### src/rtl/bsg_tag_serial_tx.sv
// bsg_tag_serial_tx
//
// Serializer for the bsg_tag master bit stream. This is the transmit end of the
// tag network that configures the IO-link and clock-generator tag clients.
//
// After reset it sends init_ones_p ones and then gap_zeros_p zeros, which resets
// the remote tag master. After that it accepts one packet at a time through a
// valid/ready handshake. Each packet goes out one bit per cycle in this order:
//   start(1) | len (lg_w bits, LSB first) | data_not_reset | nodeid (lg_els bits,
//   LSB first) | payload (len bits, bit 0 first) | gap_zeros_p zeros
// clk_i also serves as the tag clock seen by the remote master.
//
// Ports:
//   clk_i            - single clock, also the tag clock
//   reset_i          - asynchronous, active-high reset
//   v_i              - packet request valid
//   nodeid_i         - destination client id
//   data_not_reset_i - 1 = data packet, 0 = client reset packet
//   len_i            - payload length in bits (saturates at max_payload_width_p)
//   payload_i        - payload, bit 0 sent first
//   ready_and_o      - request accepted this cycle when v_i is also high
//   tag_data_o       - registered serial tag data
//   init_done_o      - init sequence finished (sticky until reset)
//
// state       | meaning
// ------------+-----------------------------------------------------------
// INIT_ONES   | sending the run of init ones after reset
// INIT_GAP    | sending the zeros that follow the init run
// IDLE        | line held at 0, ready for a request
// START       | start bit (1)
// LEN         | length field, LSB first
// DNR         | data_not_reset bit
// ID          | node id field, LSB first
// PAYLOAD     | payload bits, bit 0 first
// GAP         | trailing zeros after a packet

module bsg_tag_serial_tx #(
  parameter  int els_p               = 16,
  parameter  int max_payload_width_p = 8,
  parameter  int init_ones_p         = 8,
  parameter  int gap_zeros_p         = 4,
  localparam int lg_els_lp           = $clog2(els_p),
  localparam int lg_w_lp             = $clog2(max_payload_width_p + 1)
) (
  input  logic                           clk_i,
  input  logic                           reset_i,
  input  logic                           v_i,
  input  logic [lg_els_lp-1:0]           nodeid_i,
  input  logic                           data_not_reset_i,
  input  logic [lg_w_lp-1:0]             len_i,
  input  logic [max_payload_width_p-1:0] payload_i,
  output logic                           ready_and_o,
  output logic                           tag_data_o,
  output logic                           init_done_o
);

  // Longest run the counter must time, and the width needed to hold it.
  localparam int run_a_lp     = (max_payload_width_p > init_ones_p) ? max_payload_width_p : init_ones_p;
  localparam int max_run_lp   = (run_a_lp > gap_zeros_p) ? run_a_lp : gap_zeros_p;
  localparam int hdr_w_lp     = (lg_w_lp > lg_els_lp) ? lg_w_lp : lg_els_lp;
  localparam int run_w_lp     = $clog2(max_run_lp) + 1;
  localparam int cnt_w_lp     = (hdr_w_lp > run_w_lp) ? hdr_w_lp : run_w_lp;

  // Reset leaves the counter at zero while already in INIT_ONES. Rather than
  // preloading it, the counter keeps decrementing through zero. The init run
  // ends when it reaches -(init_ones_p-1), modulo the counter width.
  localparam logic [cnt_w_lp-1:0] init_tc_lp =
    cnt_w_lp'(0) - cnt_w_lp'(init_ones_p - 1);

  localparam logic [lg_w_lp-1:0] max_len_lp = lg_w_lp'(max_payload_width_p);

  typedef enum logic [3:0] {
    S_INIT_ONES = 4'd0,
    S_INIT_GAP  = 4'd1,
    S_IDLE      = 4'd2,
    S_START     = 4'd3,
    S_LEN       = 4'd4,
    S_DNR       = 4'd5,
    S_ID        = 4'd6,
    S_PAYLOAD   = 4'd7,
    S_GAP       = 4'd8
  } state_e;

  state_e                         state_q, state_d;
  logic [cnt_w_lp-1:0]            cnt_q, cnt_d;
  logic [lg_w_lp-1:0]             len_q, len_d;
  logic [lg_w_lp-1:0]             len_sh_q, len_sh_d;
  logic                           dnr_q, dnr_d;
  logic [lg_els_lp-1:0]           id_sh_q, id_sh_d;
  logic [max_payload_width_p-1:0] pay_sh_q, pay_sh_d;
  logic                           tag_data_q, tag_data_d;
  logic                           init_done_q, init_done_d;

  logic                           hs;
  logic                           cnt_tc;
  logic                           init_tc;
  logic [lg_w_lp-1:0]             len_sat;

  assign hs      = v_i & ready_and_o;
  assign cnt_tc  = (cnt_q == '0);
  assign init_tc = (cnt_q == init_tc_lp);
  assign len_sat = (len_i > max_len_lp) ? max_len_lp : len_i;

  // State register
  always_ff @(posedge clk_i or posedge reset_i) begin
    if (reset_i) begin
      state_q <= S_INIT_ONES;
    end else begin
      state_q <= state_d;
    end
  end

  // Next-state logic
  always_comb begin
    state_d = state_q;
    case (state_q)
      S_INIT_ONES: if (init_tc) state_d = S_INIT_GAP;
      S_INIT_GAP:  if (cnt_tc)  state_d = S_IDLE;
      S_IDLE:      if (hs)      state_d = S_START;
      S_START:                  state_d = S_LEN;
      S_LEN:       if (cnt_tc)  state_d = S_DNR;
      S_DNR:                    state_d = S_ID;
      S_ID: begin
        if (cnt_tc) begin
          state_d = (len_q == '0) ? S_GAP : S_PAYLOAD;
        end
      end
      S_PAYLOAD:   if (cnt_tc)  state_d = S_GAP;
      S_GAP:       if (cnt_tc)  state_d = S_IDLE;
      default:                  state_d = S_INIT_ONES;
    endcase
  end

  // Output logic. The serial bit is the value for the current state. The
  // output flop presents it on the following cycle.
  always_comb begin
    tag_data_d  = 1'b0;
    ready_and_o = 1'b0;
    case (state_q)
      S_INIT_ONES: tag_data_d  = 1'b1;
      S_IDLE:      ready_and_o = 1'b1;
      S_START:     tag_data_d  = 1'b1;
      S_LEN:       tag_data_d  = len_sh_q[0];
      S_DNR:       tag_data_d  = dnr_q;
      S_ID:        tag_data_d  = id_sh_q[0];
      S_PAYLOAD:   tag_data_d  = pay_sh_q[0];
      default:     tag_data_d  = 1'b0;
    endcase
  end

  // Datapath: bit counter and holding/shift registers
  always_comb begin
    cnt_d       = cnt_q - cnt_w_lp'(1);
    len_d       = len_q;
    len_sh_d    = len_sh_q;
    dnr_d       = dnr_q;
    id_sh_d     = id_sh_q;
    pay_sh_d    = pay_sh_q;
    init_done_d = init_done_q | ((state_q == S_INIT_GAP) & cnt_tc);

    case (state_q)
      S_IDLE: begin
        cnt_d = '0;
        if (hs) begin
          len_d    = len_sat;
          len_sh_d = len_sat;
          dnr_d    = data_not_reset_i;
          id_sh_d  = nodeid_i;
          pay_sh_d = payload_i;
        end
      end
      S_LEN:     len_sh_d = len_sh_q >> 1;
      S_ID:      id_sh_d  = id_sh_q >> 1;
      S_PAYLOAD: pay_sh_d = pay_sh_q >> 1;
      default: ;
    endcase

    // On entry to a timed state, load the counter with its bit count minus one.
    if (state_d != state_q) begin
      case (state_d)
        S_INIT_GAP: cnt_d = cnt_w_lp'(gap_zeros_p - 1);
        S_GAP:      cnt_d = cnt_w_lp'(gap_zeros_p - 1);
        S_LEN:      cnt_d = cnt_w_lp'(lg_w_lp - 1);
        S_ID:       cnt_d = cnt_w_lp'(lg_els_lp - 1);
        S_PAYLOAD:  cnt_d = cnt_w_lp'(len_q) - cnt_w_lp'(1);
        default:    cnt_d = '0;
      endcase
    end
  end

  always_ff @(posedge clk_i or posedge reset_i) begin
    if (reset_i) begin
      cnt_q       <= '0;
      len_q       <= '0;
      len_sh_q    <= '0;
      dnr_q       <= 1'b0;
      id_sh_q     <= '0;
      pay_sh_q    <= '0;
      tag_data_q  <= 1'b0;
      init_done_q <= 1'b0;
    end else begin
      cnt_q       <= cnt_d;
      len_q       <= len_d;
      len_sh_q    <= len_sh_d;
      dnr_q       <= dnr_d;
      id_sh_q     <= id_sh_d;
      pay_sh_q    <= pay_sh_d;
      tag_data_q  <= tag_data_d;
      init_done_q <= init_done_d;
    end
  end

  assign tag_data_o  = tag_data_q;
  assign init_done_o = init_done_q;

  // An oversize length is saturated in hardware. This flags it in simulation.
  always @(posedge clk_i) begin
    if (!reset_i && hs) begin
      assert (len_i <= max_len_lp)
        else $warning("bsg_tag_serial_tx: len_i=%0d exceeds %0d, saturated",
                      len_i, max_payload_width_p);
    end
  end

endmodule

### config.mk
export PLATFORM = sky130hd
export DESIGN_NAME = bsg_tag_serial_tx
export DESIGN_NICKNAME = d
export VERILOG_FILES = /design/src/rtl/bsg_tag_serial_tx.sv
export SDC_FILE = /design/constraint.sdc
export NUM_CORES = 1
export LEC_CHECK = 0
export ABC_AREA = 1
export CORE_MARGIN = 2
export CORE_UTILIZATION = 30
export DETAILED_ROUTE_END_ITERATION = 7
export SYNTH_ARGS = -nofsm -noshare
export SYNTH_HDL_FRONTEND = slang
export SYNTH_SLANG_ARGS = --single-unit
### constraint.sdc
create_clock -name clk_i -period 1.9 [get_ports clk_i]
set_clock_uncertainty 0.2 [all_clocks]
set_input_delay 0.19 -clock clk_i [delete_from_list [all_inputs] [get_ports clk_i]]
set_output_delay 0.19 -clock clk_i [all_outputs]
set_load 0.01 [all_outputs]
==> results.toml, run 1 <==
[pwr]
power_density_mw_per_mm2 = 1440
p_sw_share_pct = 42.4
irDropWorstVdd_mv = 0.461
power.switching_mw = 1.51
power_frac_comb_pct = 54.5
p_clk_share_pct = 14.2
p_leak_nw = 1.21
power.internal_mw = 2.04
p_seq_share_pct = 31.3

[sta]
slew_headroom_pct = 73.0
worst_pin_slew_ps = 405
hold_viol_final = 0
setup_slack_ps = -8.13
maxSlewViolCount = 0
period_minus_slack_ps = 1910
setup_viol = 1
min_period_over_period_pct = 100
fmax_mhz = 524
grt_setup_unrepaired = "true"

[clock_tree]
h-tree-depth = 2
insertion_delay_ps = 280
clock-root-buffer = "clkbuf_8"
path_clk_slew_ps = 70
numCtsBuffers = 5
cts.path.max_buffers = 2
holdBufCountCts = 0
cts_tree = "done"
cts.sinks = 31

[critical_path]
cp_data_arrival_time_ps = 1880
cp.required_ps = 1870
r2r_end = "cnt_q[1]$_DFF_PP0_"
rrSetupSlack_ps = -8
path_max_fanout = 5
startpoint_type = "register"
criticalPathCategory = "register to register"
r2r_cells = 10
reg2reg_from = "cnt_q[1]$_DFF_PP0_"
cp-end-kind = "register"

[yosys]
synth.largest_area_cell = "dfrtp_1"
synth_nets = 248
netlist_top_cells_area = "dfrtp_1 (45%), nand2_1 (13%), nor2_1 (7.0%), nand3_1 (5.6%), inv_1 (4.8%)"
synthDistinctLibCells = 29
yosysWarnings = 0
synthFlopType = "dfrtp_1"
netlist.area_leader.share_pct = 45.3
synth_edf_count = 0
ys_seq_area_share_pct = 45.3
syn-cell-area_mm2 = 0.00171
async_reset_ff_share_pct = 100
synth.avg_cell_area_um2 = 7.64
yosys_register_bits = 31
netlist_instances = 224

[placed_design]
placed_cells = 338
place.gp.congestion = 0.919
dp_hpwl_mm = 2.93
portBuffers = 22
dpl_worst_slack_ps = -56.2

[status]
violations = "setup timing"
status = "complete, but fails checks"

[final_layout]
final_cell_mix = "nand2_1 (47), dfrtp_1 (29), buf_4 (28)"
final_common_cell = "nand2_1"
diodes = 0
layout-drive-gt1-share_pct = 33.3
final_nets = 302
area_growth_pct = 43.9
fillers = 534
final_cells = 351

[drt]
drtIter0Drc = 63
drt-total-wl_mm = 4.15
wire_per_inst_um = 11.8
num_vias = 1655
ant_nets = 0
viasPerCell = 4.72
drtPass1Iterations = 4
drcViolationCount = 0

[global_route]
antenna_found_initial = 0
grt-ovfl-total = 0
grt_max_degree = 32
grt_pass1_wl_mm = 6.65
first_global_vias = 1547
track_usage_pct = 13.3

[floorplanning]
core-area_mm2 = 0.00551
die_y_um = 79.5
initial_utilization_pct = 31.1
ios = 23
dieArea_mm2 = 0.00633
die_x_um = 79.5
row_count = 27

[worst_hold_path]
hold_path.class = "input port to async pin"

[run]
drv_cap = 0
-- worst max-delay path, cell delays in order, from the launching register on --
cell and delay, ps:
dfrtp_1 390, inv_2 80, ha_4 140, nand3_2 160
nand2_1 140, buf_4 120, nand4_1 160, nand2_1 180
nand3_2 110, nand2_2 70, nand2_1 40
-- power by group through the flow --
| stage | logic, mW | clock network [mW] | registers, mW |
|---|---|---|---|
| 3_5_place_dp | 1.57 | 0 | 1.11 |
| 5_1_grt | 2.15 | 0.545 | 1.14 |
| 2_1_floorplan | 1.04 | 0 | 1.09 |
| 4_1_cts | 1.67 | 0.519 | 1.11 |
| 6_report | 1.93 | 0.504 | 1.11 |
| 3_3_place_gp | 1.57 | 0 | 1.11 |
-- state kept, by name, indices dropped and copies added (netlist names) --
register and flops:
pay_sh_q 8, cnt_q 4, id_sh_q 4, len_q 4, len_sh_q 4, state_q 4
dnr_q 1, init_done_o 1, tag_data_o 1
-- how the worst max path moves through the flow --
stage / start / to / slack (ps) / cells past startpoint
after CTS: len_q[0]$_DFFE_PP0P_ / cnt_q[2]$_DFF_PP0_ / 4 / 13
after floorplan: cnt_q[0]$_DFF_PP0_ / cnt_q[0]$_DFF_PP0_ / 50 / 13
after global routing: len_q[0]$_DFFE_PP0P_ / cnt_q[2]$_DFF_PP0_ / -100 / 13
final: cnt_q[1]$_DFF_PP0_ / cnt_q[1]$_DFF_PP0_ / -8 / 10
after detailed placement: cnt_q[0]$_DFF_PP0_ / cnt_q[1]$_DFF_PP0_ / -60 / 13
after global placement: cnt_q[1]$_DFF_PP0_ / cnt_q[1]$_DFF_PP0_ / -10 / 13
-- synth_stat cells (2+ instances only) --
library cell / instances
nand2_1: 60
nor2_1: 32
dfrtp_1: 31
inv_1: 22
nand3_1: 19
o21ai_0: 7
o22ai_1: 7
nand2_2: 6
nand4_1: 5
ha_1: 4
inv_2: 3
nand3_2: 3
nor2_2: 3
a21oi_1: 2
a31oi_1: 2
clkbuf_1: 2
nor3_1: 2
nor4_1: 2
o221ai_1: 2
-- stage by stage --
step | setup TNS, ps | hold slack [ps] | instance area, um^2 | utilization [%] | total power, mW
after floorplan | 0 | 93.5 | 1710 | - | 2.13
after detailed placement | -194 | 270 | 2180 | 39.6 | 2.68
after global routing | -387 | 121 | 2460 | 44.7 | 3.84
after global placement | -23.8 | 261 | 2180 | 39.6 | 2.68
after CTS | 0 | 94.0 | 2320 | 42.2 | 3.30
final | -8.13 | 83.5 | 2460 | 44.7 | 3.55
-- logic make-up after synthesis --
kind of cell,after synthesis,share of synthesized area (%)
AO/OA/AOI/OAI,25,9.36
adder cells (fa/ha/maj),4,2.92
XOR/XNOR,1,0.512
buffers and inverters,29,6.94
flip-flops,31,45.3
AND/OR/NAND/NOR,134,34.9
-- routing by layer --
layer / up-vias / global-route usage [%] / wire length (um)
met4: 0 / 4.66 / 68
met5: - / 0 / 0
li1: 849 / - / -
met3: 9 / 3.62 / 210
met1: 753 / 17.2 / 1930
met2: 44 / 21.4 / 1940
-- final cells by class --
| class | count | area (um^2) | share of cell area, % |
|---|---|---|---|
| multi-input combinational | 164 | 980 | 39.8 |
| inverter | 26 | 100 | 4.07 |
| timing repair buffer | 50 | 429 | 17.4 |
| tap | 72 | 90.1 | 3.66 |
| sequential | 31 | 778 | 31.6 |
| clock inverter | 2 | 12.5 | 0.508 |
| clock buffer | 6 | 72.6 | 2.95 |
-- repair_timing --
| action | in CTS | in global routing |
|---|---|---|
| endpoints found under the setup margin | 5 | 4 |
| gates resized for setup | 15 | 33 |
| buffers inserted | 1 | 4 |
| hold endpoints to repair | 0 | 0 |
| pin swaps | 7 | 15 |
No activity file was read; power rests on OpenSTA's default activity.
==> run 2, diff against run 1 <==
--- a/config.mk
+++ b/config.mk
@@ -12,3 +12,4 @@
 export SYNTH_ARGS = -nofsm -noshare
 export SYNTH_HDL_FRONTEND = slang
 export SYNTH_SLANG_ARGS = --single-unit
+export TNS_END_PERCENT = 20
==> constraint.sdc (replaced) <==
create_clock -name clk_i -period 2.25 [get_ports clk_i]
set_clock_uncertainty 0.2 [all_clocks]
set_input_delay 0.225 -clock clk_i [delete_from_list [all_inputs] [get_ports clk_i]]
set_output_delay 0.225 -clock clk_i [all_outputs]
set_load 0.01 [all_outputs]
==> results.toml, run 2 (synthesis gave the netlist of run 1 again) <==
[floorplanning]
dieArea_mm2 = 0.00633
row_count = 27
die_x_um = 79.5
initial_utilization_pct = 31.1
die_y_um = 79.5
ios = 23
core-area_mm2 = 0.00551

[final_layout]
layout-drive-gt1-share_pct = 14.8
final_common_cell = "nand2_1"
area_growth_pct = 25.8
diodes = 0
max_flop_register = "pay_sh_q"
final_nets = 280
final_cell_mix = "nand2_1 (59), nor2_1 (31), dfrtp_1 (31)"
largest_register_ffs = 8

[placed_design]
dpl_worst_slack_ps = 96.2
portBuffers = 22
place.gp.congestion = 0.881
dp_hpwl_mm = 2.82

[clock_tree]
cts.path.max_buffers = 2
path_clk_slew_ps = 70
cts.sinks = 31
cts_tree = "done"
holdBufCountCts = 0
numCtsBuffers = 5
clock-root-buffer = "clkbuf_8"
insertion_delay_ps = 280
h-tree-depth = 2

[critical_path]
startpoint_type = "register"
r2r_end = "cnt_q[1]$_DFF_PP0_"
cp.required_ps = 1820
cp-end-kind = "primary output"
reg2reg_from = "cnt_q[1]$_DFF_PP0_"
slowest_stage = "clkdlybuf4s50_1"
r2r_cells = 13
rrSetupSlack_ps = 240
path_max_fanout = 6
cp_slowest_stage_delay_ps = 530
path_cells = "nor2_2 > nand2_1 > inv_1 > clkdlybuf4s50_1"
criticalPathCategory = "register to primary output"
path_delay_family = "buffers and inverters"
cp_data_arrival_time_ps = 1700
cp_num_buf_inv = 2

[pwr]
p_sw_share_pct = 41.6
power_frac_comb_pct = 46.5
power.internal_mw = 1.51
p_clk_share_pct = 17.1
power_mw = 2.59
p_seq_share_pct = 36.4
power.switching_mw = 1.08
power_density_mw_per_mm2 = 1200
irDropWorstVdd_mv = 0.454
p_leak_nw = 1.08

[global_route]
grt_max_degree = 32
grt_pass1_wl_mm = 6.82
track_usage_pct = 13.8
first_global_vias = 1529
antenna_found_initial = 0
grt-ovfl-total = 0

[drt]
drcViolationCount = 0
wire_per_inst_um = 11.5
drtIter0Drc = 109
num_vias = 1525
drt-total-wl_mm = 3.77
viasPerCell = 4.65
drtPass1Iterations = 4
ant_nets = 0

[sta]
setup_viol = 0
setup_slack_ps = 122
worst_pin_slew_ps = 401
maxSlewViolCount = 0
grt_setup_unrepaired = "false"
finalSetupTns_ps = 0
slew_headroom_pct = 73.2
min_period_over_period_pct = 94.6
hold_viol_final = 0
period_minus_slack_ps = 2130
fmax_mhz = 470

[status]
status = "finished clean"

[worst_hold_path]
hold_path.class = "input port to async pin"

[run]
drv_cap = 0
-- run 2: per-stage QoR --
stage | std cells | hold slack, ps | instance area, um^2 | utilization (%)
floorplan | 224 | 129 | 1710 | -
global placement | 320 | 257 | 2040 | 37.1
detailed placement | 320 | 266 | 2040 | 37.1
CTS | 327 | 133 | 2130 | 38.7
global route | 328 | 157 | 2150 | 39.1
finish | 328 | 119 | 2150 | 39.1
-- run 2: timing repair --
item / in CTS / in global routing
setup endpoints to repair: 0 / 4
gates resized for setup: 0 / 7
setup buffers: 0 / 1
-- run 2: worst max path at each step --
stage | endpoint | startpoint | slack, ps | depth (start not counted)
after global routing | cnt_q[3]$_DFF_PP0_ | len_q[0]$_DFFE_PP0P_ | 8 | 13
after global placement | cnt_q[1]$_DFF_PP0_ | cnt_q[0]$_DFF_PP0_ | 170 | 13
final | ready_and_o | state_q[3]$_DFF_PP0_ | 120 | 4
after detailed placement | cnt_q[1]$_DFF_PP0_ | cnt_q[0]$_DFF_PP0_ | 100 | 13
after CTS | cnt_q[1]$_DFF_PP0_ | cnt_q[0]$_DFF_PP0_ | 90 | 13
after floorplan | cnt_q[0]$_DFF_PP0_ | cnt_q[0]$_DFF_PP0_ | 350 | 13
-- run 2: layer usage --
metal | part of all wire, % | routed length (um) | GRT usage (%) | up-vias
met4 | 1.9 | 71 | 5.86 | 0
met5 | 0 | 0 | 0 | -
li1 | - | - | - | 795
met2 | 45 | 1710 | 21.8 | 34
met1 | 48 | 1830 | 17.7 | 688
met3 | 4.2 | 160 | 3.85 | 8
-- run 2: power groups by stage --
stage	sequential [mW]	combinational, mW	clock (mW)
final	0.942	1.20	0.444
after global routing	0.976	1.40	0.485
after CTS	0.941	1.16	0.454
after detailed placement	0.950	1.16	0
after global placement	0.944	1.15	0
after floorplan	0.917	0.877	0
-- run 2: worst min-delay path, cell delays in order --
cell and delay (ps):
clkdlybuf4s50_1 390, inv_1 50, buf_4 350
-- run 2: layout make-up --
type	count	area (um^2)
clock buffer	6	82.6
sequential	31	776
tap	72	90.1
timing repair buffer	28	265
fill	578	3350
multi-input combinational	164	835
inverter	26	100
clock inverter	1	5.00
